--- config.mk ---
export PLATFORM = sky130hd
export DESIGN_NAME = uart_word_tx
export DESIGN_NICKNAME = d
export VERILOG_FILES = /design/src/rtl/uart_word_tx.sv
export SDC_FILE = /design/constraint.sdc
export NUM_CORES = 1
export LEC_CHECK = 0
export ABC_AREA = 0
export ABC_CLOCK_PERIOD_IN_PS = 2600
export CORE_ASPECT_RATIO = 1.5
export CORE_MARGIN = 4
export CORE_UTILIZATION = 53
export DETAILED_ROUTE_END_ITERATION = 7
export PLACE_DENSITY = 0.76
export SYNTH_ARGS = -nofsm -noshare
export SYNTH_HDL_FRONTEND = slang
export SYNTH_SLANG_ARGS = --single-unit
--- constraint.sdc ---
create_clock -name i_clock -period 2.6 [get_ports i_clock]
set_clock_uncertainty 0.05 [all_clocks]
set_input_delay 0.65 -clock i_clock [delete_from_list [all_inputs] [get_ports i_clock]]
set_output_delay 0.65 -clock i_clock [all_outputs]
set_load 0.03 [all_outputs]
--- src/rtl/uart_word_tx.sv ---
// uart_word_tx: queues BITS-wide words in a small FIFO and sends each one as
// ceil(BITS/DATA_BITS) back-to-back UART frames, LSB chunk first.
// Ports:
//   i_clock    - system clock, rising edge
//   i_reset    - asynchronous active-low reset
//   i_data     - word to transmit
//   i_valid    - i_data valid (accepted when o_ready=1)
//   o_ready    - FIFO not full (combinational from the FIFO count)
//   o_tx       - serial line, idle high
//   o_tx_done  - one-cycle pulse after the last stop bit of a word
//   o_busy     - transmitter active or words still queued
//   o_overflow - sticky: a word was offered while the FIFO was full
module uart_word_tx #(
  parameter int unsigned BITS         = 16,
  parameter int unsigned DATA_BITS    = 8,
  parameter int unsigned FIFO_ADDR    = 2,
  parameter int unsigned CLKS_PER_BIT = 434,
  parameter int unsigned PARITY       = 0,
  parameter int unsigned STOP_BITS    = 1
) (
  input  logic            i_clock,
  input  logic            i_reset,
  input  logic [BITS-1:0] i_data,
  input  logic            i_valid,
  output logic            o_ready,
  output logic            o_tx,
  output logic            o_tx_done,
  output logic            o_busy,
  output logic            o_overflow
);

  localparam int unsigned NCH    = (BITS + DATA_BITS - 1) / DATA_BITS;
  localparam int unsigned WORD_W = NCH * DATA_BITS;
  localparam int unsigned DEPTH  = 1 << FIFO_ADDR;
  localparam int unsigned CNT_W  = FIFO_ADDR + 1;
  localparam int unsigned BAUD_W = $clog2(CLKS_PER_BIT);
  localparam int unsigned BIT_W  = (DATA_BITS > 1) ? $clog2(DATA_BITS) : 1;
  localparam int unsigned CH_W   = (NCH > 1) ? $clog2(NCH) : 1;

  typedef enum logic [2:0] {
    S_IDLE, S_START, S_DATA, S_PARITY, S_STOP, S_DONE
  } state_t;

  logic [BITS-1:0]      r_mem [DEPTH];
  logic [FIFO_ADDR-1:0] r_wr_ptr;
  logic [FIFO_ADDR-1:0] r_rd_ptr;
  logic [CNT_W-1:0]     r_count;

  state_t               r_state;
  logic [BAUD_W-1:0]    r_baud;
  logic [BIT_W-1:0]     r_bit_idx;
  logic                 r_stop_cnt;
  logic [CH_W-1:0]      r_chunk_cnt;
  logic [WORD_W-1:0]    r_word;
  logic                 r_par;
  logic                 r_tx;
  logic                 r_done;
  logic                 r_busy;
  logic                 r_overflow;

  logic                 w_full;
  logic                 w_empty;
  logic                 w_push;
  logic                 w_pop;
  logic                 w_baud_end;
  logic [CNT_W-1:0]     w_count_nxt;

  assign w_full      = (r_count == CNT_W'(DEPTH));
  assign w_empty     = (r_count == '0);
  assign w_push      = i_valid && !w_full;
  assign w_pop       = (r_state == S_IDLE) && !w_empty;
  assign w_baud_end  = (r_baud == BAUD_W'(CLKS_PER_BIT - 1));
  assign w_count_nxt = r_count + CNT_W'(w_push) - CNT_W'(w_pop);

  assign o_ready    = !w_full;
  assign o_tx       = r_tx;
  assign o_tx_done  = r_done;
  assign o_busy     = r_busy;
  assign o_overflow = r_overflow;

  // FIFO storage (data only, no reset needed)
  always_ff @(posedge i_clock) begin
    if (w_push) r_mem[r_wr_ptr] <= i_data;
  end

  // FIFO pointers and occupancy
  always_ff @(posedge i_clock or negedge i_reset) begin
    if (!i_reset) begin
      r_wr_ptr <= '0;
      r_rd_ptr <= '0;
      r_count  <= '0;
    end else begin
      if (w_push) r_wr_ptr <= r_wr_ptr + FIFO_ADDR'(1);
      if (w_pop)  r_rd_ptr <= r_rd_ptr + FIFO_ADDR'(1);
      r_count <= w_count_nxt;
    end
  end

  // Frame FSM; r_tx carries the bit of the state just left, so the line
  // trails the state by one clock while every bit keeps its full length.
  always_ff @(posedge i_clock or negedge i_reset) begin
    if (!i_reset) begin
      r_state     <= S_IDLE;
      r_baud      <= '0;
      r_bit_idx   <= '0;
      r_stop_cnt  <= 1'b0;
      r_chunk_cnt <= '0;
      r_word      <= '0;
      r_par       <= 1'b0;
      r_tx        <= 1'b1;
      r_done      <= 1'b0;
      r_busy      <= 1'b0;
      r_overflow  <= 1'b0;
    end else begin
      r_done     <= 1'b0;
      r_overflow <= r_overflow | (i_valid & w_full);
      // busy reflects the state/FIFO that this edge produces
      r_busy     <= ((r_state != S_IDLE) && (r_state != S_DONE)) || w_pop ||
                    (w_count_nxt != '0);
      case (r_state)
        S_IDLE: begin
          r_tx <= 1'b1;
          if (w_pop) begin
            r_word      <= WORD_W'(r_mem[r_rd_ptr]);
            r_chunk_cnt <= '0;
            r_baud      <= '0;
            r_state     <= S_START;
          end
        end
        S_START: begin
          r_tx <= 1'b0;
          if (w_baud_end) begin
            r_baud    <= '0;
            r_bit_idx <= '0;
            r_par     <= 1'b0;
            r_state   <= S_DATA;
          end else begin
            r_baud <= r_baud + BAUD_W'(1);
          end
        end
        S_DATA: begin
          r_tx <= r_word[0];
          if (w_baud_end) begin
            r_baud <= '0;
            r_par  <= r_par ^ r_word[0];
            // shifting the whole word brings the next chunk to the bottom
            r_word <= r_word >> 1;
            if (r_bit_idx == BIT_W'(DATA_BITS - 1)) begin
              r_stop_cnt <= 1'b0;
              r_state    <= (PARITY != 0) ? S_PARITY : S_STOP;
            end else begin
              r_bit_idx <= r_bit_idx + BIT_W'(1);
            end
          end else begin
            r_baud <= r_baud + BAUD_W'(1);
          end
        end
        S_PARITY: begin
          r_tx <= (PARITY == 2) ? ~r_par : r_par;
          if (w_baud_end) begin
            r_baud     <= '0;
            r_stop_cnt <= 1'b0;
            r_state    <= S_STOP;
          end else begin
            r_baud <= r_baud + BAUD_W'(1);
          end
        end
        S_STOP: begin
          r_tx <= 1'b1;
          if (w_baud_end) begin
            r_baud <= '0;
            if (r_stop_cnt == 1'(STOP_BITS - 1)) begin
              if (r_chunk_cnt == CH_W'(NCH - 1)) begin
                r_state <= S_DONE;
              end else begin
                r_chunk_cnt <= r_chunk_cnt + CH_W'(1);
                r_state     <= S_START;
              end
            end else begin
              r_stop_cnt <= 1'b1;
            end
          end else begin
            r_baud <= r_baud + BAUD_W'(1);
          end
        end
        S_DONE: begin
          r_tx    <= 1'b1;
          r_done  <= 1'b1;
          r_state <= S_IDLE;
        end
        default: begin
          r_tx    <= 1'b1;
          r_state <= S_IDLE;
        end
      endcase
    end
  end

endmodule

### Word-level counts from Yosys, hierarchy flattened

Memory sizes are Yosys's and may differ from the RTL's.
Cells that the tools add are included.

* flip-flop bits (word level): 45
* RAM bits: 64
* input bits: 19
* output and inout port bits: 5
* word-level logic and storage cells: 102
* memories kept: 1

Memories
* r_mem: words 4, bits a word 16, rd ports 1, clocked after memory_dff 0, write ports 1, RTL line 44 `logic [BITS-1:0] r_mem [DEPTH];`

* add/sub/neg operators: 7
* equal/unequal tests: 17
* muxes and demuxes: 36
* bitwise gates (word level): 3
* reduce and logical (&&, ||, !) cells: 24

Operator list (number)
* 3-bit 2-to-1 mux: 11
* 16-bit 2-to-1 mux: 2
* 16-bit case mux with 2 select lines: 1
* 9-bit 2-to-1 mux: 2
* 9-bit case mux with 2 select lines: 1
* 2-bit inequality test (second input constant): 8
* 3-bit case mux with 5 select lines: 1
* 1-bit 2-to-1 mux: 13
* 3-bit == test (second input constant): 4
* 9-bit by 1-bit adder with 9-bit output (second input constant): 1
* 9-bit == test (second input constant): 1
* 3-bit nonzero test: 3
* 4-bit AND reduction: 2
* 2-bit nonzero test: 4
* 7-bit AND reduction: 1
* 3-bit by 2-bit == test with 1-bit output (second input constant): 2
* 3-bit zero test: 2
* 1-bit case mux with 3 select lines: 2
* 3-bit case mux with 2 select lines: 1
* 3-bit AND reduction: 2
* 5-bit AND reduction: 1
* 2-bit by 1-bit adder with 2-bit output (second input constant): 2
* 1-bit case mux with 2 select lines: 2
* 4-bit OR reduction: 1
* other kinds (13): 17

### Logic depth before layout (Yosys ltp)

* word-level depth: 7
* depth in mapped cells: 11
* depth with buffers taken out: 11

### Worst setup path after synthesis

Ideal clock, no wire load.

* path kind: reg2reg
* start point: register r_count[0]
* end point: register r_busy, in the netlist o_busy
* setup time: 0.126 ns
* data arrival time: 2.386 ns
* data required time: 2.424 ns
* path slack: 0.038 ns
* stages on the path, launching flop included: 12
* clock period less this slack: 2.562 ns
* cells stage by stage: dfrtp_1 -> or3_1 -> nand2_2 -> inv_1 -> ha_1 -> inv_1 -> ha_1 -> fa_1 -> xnor2_1 -> xnor2_1 -> nor4_1 -> nand2b_1

* elaborated cells on any way between the ends: 11
* those cells by class: 2 x add/sub; 1 x eq/ne; 8 x reduce/logical

RTL lines
* from (decl): RTL line 47 `logic [CNT_W-1:0] r_count;`
* from (signal assigned): RTL line 95 `r_count <= w_count_nxt;`
* 3-bit zero test: RTL line 69 `assign w_empty = (r_count == '0);`
* 1-bit zero test: RTL line 71 `assign w_pop = (r_state == S_IDLE) && !w_empty;`
* 1-bit logical AND: RTL line 71
* net w_pop: RTL line 64 `logic w_pop;`
* 3-bit by 1-bit subtractor with 3-bit output: RTL line 73 `assign w_count_nxt = r_count + CNT_W'(w_push) - CNT_W'(w_pop);`
* net w_count_nxt[2]: RTL line 66 `logic [CNT_W-1:0] w_count_nxt;`
* 3-bit nonzero test: RTL line 119 `(w_count_nxt != '0);`
* 1-bit logical OR: RTL line 118 `r_busy <= ((r_state != S_IDLE) && (r_state != S_DONE)) || w_pop ||`
* to (signal assigned): RTL line 118
* to (decl): RTL line 58 `logic r_busy;`

The timed path passes the listed nets, and every way through them passes these cells.
A chain may end at the register's enable or synchronous reset.

### Final worst setup path

Same ends and word-level chain as after synthesis.

==> results.cfg <==
[synthesis]
synth_seq_cells = 108
netlist.top_cell.by_area = edfxtp_1
synth_edf_count = 64
yosys-mux-area-fraction = 0.0818
yosysTopAreaCellShare = 0.423
synth_compound_area_frac = 0.109
syn_nets = 323
synth_xor_area_frac = 0.0135
yosysWarnings = 0
synth_top_family_by_area = compound AO/OA/AOI/OAI gates
synth_cell_types = 49
synthCells = 293
synthSimpleGateAreaFrac = 0.0711
synth_area_mm2 = 0.00454
seq_area_frac_synth = 0.666
synthFlopType = edfxtp_1
synth_area_leaders = edfxtp_1, dfrtp_1, mux4_2
synthArstFlopShare = 0.407
synth.avg_cell_area_um2 = 15.5
synth-adder-area-share = 0.0320

[sta]
timing.final.hold_violations = 0
fin_crit_ns = 2.56
fin_ws_ns = 0.0394
final_max_slew_viol_count = 0
rsz0062_at_grt = yes
timing.slew.headroom = 0.646
final-setup-viol-count = 0
tightestPinTransition_ns = 0.531
finalCritPeriodShare = 0.985
clock.fmax_mhz = 391

[die]
dieArea_mm2 = 0.0101
start_util = 0.540
core_area_mm2 = 0.00841
die_w_um = 83.6
num_io_pins = 24
rows = 41
dieHeight_um = 121

[global_route]
grt_use_total = 0.170
grt-ovfl-total = 0
busiest_layer = met2
antenna_found_initial = 0
grt_pass1_vias = 2652
grt_use_met1 = 0.196
grt_pass1_wl_um = 13100
grtUsageMet2 = 0.303
grt_max_degree = 24
use_met3 = 0.0272

[cts]
h-tree-depth = 3
numCtsBuffers = 9
cts-root-buf = clkbuf_16
insertion_delay_ns = 0.34
clk_pin_slew_ns = 0.07
cts_tree = yes
clock_path_buffers = 2
cts_sinks = 108
hold_buffers = 0

[layout]
finalNetCount = 364
syn2layout_area_growth_pct = 17.6
antenna_cells = 0
drive_above_1_share = 0.204
layout_commonest_cell = edfxtp_1
final_cell_mix = edfxtp_1, dfrtp_1, clkdlybuf4s50_1
fill_cells = 644
stdcell_count = 446

[route]
ant_nets = 0
first_iter_violations = 192
wl_per_cell_um = 17.8
first_pass_iters = 4
dr_total_vias = 2580
vias_per_cell = 5.78
drc = 0
finalWirelength_um = 7930

[worst_setup_path]
required_ns = 2.78
crit_family = simple AND/OR/NAND/NOR gates
rrSetupSlack_ns = 0.04
crit_type = flop to flop
cpMostUsedCell = ha_4
max_stage_delay_ns = 0.44
cp_cell_sequence = or3_4, nand2_4, inv_4, ha_4, inv_2, ha_4, fa_2, xnor2_2, xnor2_1, nor4_1, nand2b_1
slowest_stage = dfrtp_1
crit_fanout = 4
startpoint_type = flop
crit_arrival_ns = 2.74
endpoint_kind = flop
crit_buf_inv = 2

[place]
place_inst = 429
port_buffers = 23
dp_hpwl_um = 5250
place_worst_setup_slack_ns = -0.239
finalWeightedCongestion = 0.742

[pwr]
power_leakage_uw = 0.00201
power_density_mw_per_mm2 = 787
ir_drop_mv = 0.487

[outcome]
status = finished clean

[run]
maxCapViolations = 0

[hold_path]
hp-class = input pin to asynchronous set/reset pin
==> synthesized netlist by cell type (5+ instances only) <==
cell type / instances
inv_1: 9
nand2_1: 21
o22a_1: 15
a21oi_1: 8
ha_1: 10
edfxtp_1: 64
nor3_1: 5
nand2b_1: 5
xnor2_1: 7
dfrtp_1: 43
nor2_1: 6
o21ai_0: 9
o21a_1: 16
mux4_2: 16
a31oi_1: 5
==> registers in the layout, summed over array words and instances (netlist names) <==
signal / cells
r_baud: 9
r_count: 3
r_par: 1
o_tx_done: 1
o_busy: 1
r_wr_ptr: 2
o_overflow: 1
r_bit_idx: 3
r_chunk_cnt: 1
r_mem: 64
r_state: 3
r_rd_ptr: 2
r_word: 16
o_tx: 1
==> cell type report <==
type,count,area [µm²],area share
clock inverters,6,68.8,0.0129
repair buffers,42,393,0.0736
well taps,107,134,0.0251
flip-flops and latches,108,3020,0.566
multi-input cells,163,1440,0.270
clock buffers,10,239,0.0447
inverters,10,40.0,0.00750
==> routing by layer <==
metal	vias up	wire, µm
li1	1214	-
met1	1310	3170
met2	45	4310
met3	11	267
met4	0	186
met5	-	0
==> worst paths after layout <==
path	from	to	depth (start not counted)
worst max-delay path	r_count[0]$_DFF_PN0_	o_busy$_DFF_PN0_	11
worst min-delay path	i_reset	r_bit_idx[0]$_DFFE_PN0P_	1
worst max register to register	r_count[0]$_DFF_PN0_	o_busy$_DFF_PN0_	11
worst min register to register	o_overflow$_DFF_PN0_	o_overflow$_DFF_PN0_	1
max in group asynchronous	i_reset	o_tx$_DFF_PN1_	2
min in group i_clock	o_overflow$_DFF_PN0_	o_overflow$_DFF_PN0_	1
==> worst reg2reg max path, cell delays in order (launching register included) <==
cell,delay [ns]
dfrtp_1,0.44
or3_4,0.37
nand2_4,0.09
inv_4,0.04
ha_4,0.25
inv_2,0.04
ha_4,0.15
fa_2,0.37
xnor2_2,0.15
xnor2_1,0.15
nor4_1,0.27
nand2b_1,0.08
==> per-stage QoR <==
stage | util | area, µm² | TNS [ns] | hold WS, ns | power [µW]
after floorplan | - | 4540 | 0 | 0.304 | 2540
after global placement | 0.592 | 4980 | -0.164 | 0.423 | 2770
after detailed placement | 0.592 | 4980 | -0.239 | 0.430 | 2810
after CTS | 0.630 | 5300 | 0 | 0.241 | 4220
after global routing | 0.635 | 5340 | -0.0926 | 0.273 | 4390
final | 0.635 | 5340 | 0 | 0.228 | 4200
==> kinds of logic (layout without fill, tap and decap cells) <==
family,Yosys count,after routing
AOI/OAI and AO/OA,68,68
buffers and inverters,22,68
DFF,108,108
muxes,17,17
adders and majority gates,11,11
and+or+nand+nor,60,60
xor gates and xnor gates,7,7
==> power by group <==
part	switching, µW	internal [µW]	total, µW
registers	83.2	2090	2180
logic	347	295	642
clock network	604	782	1390
total	1030	3170	4200
==> what timing repair did <==
item,in CTS,in global routing
setup endpoints to repair,1,1
pin swaps,0,6
gates resized for setup,2,8
buffers inserted,0,1
Power figures use the tool's default switching activity.
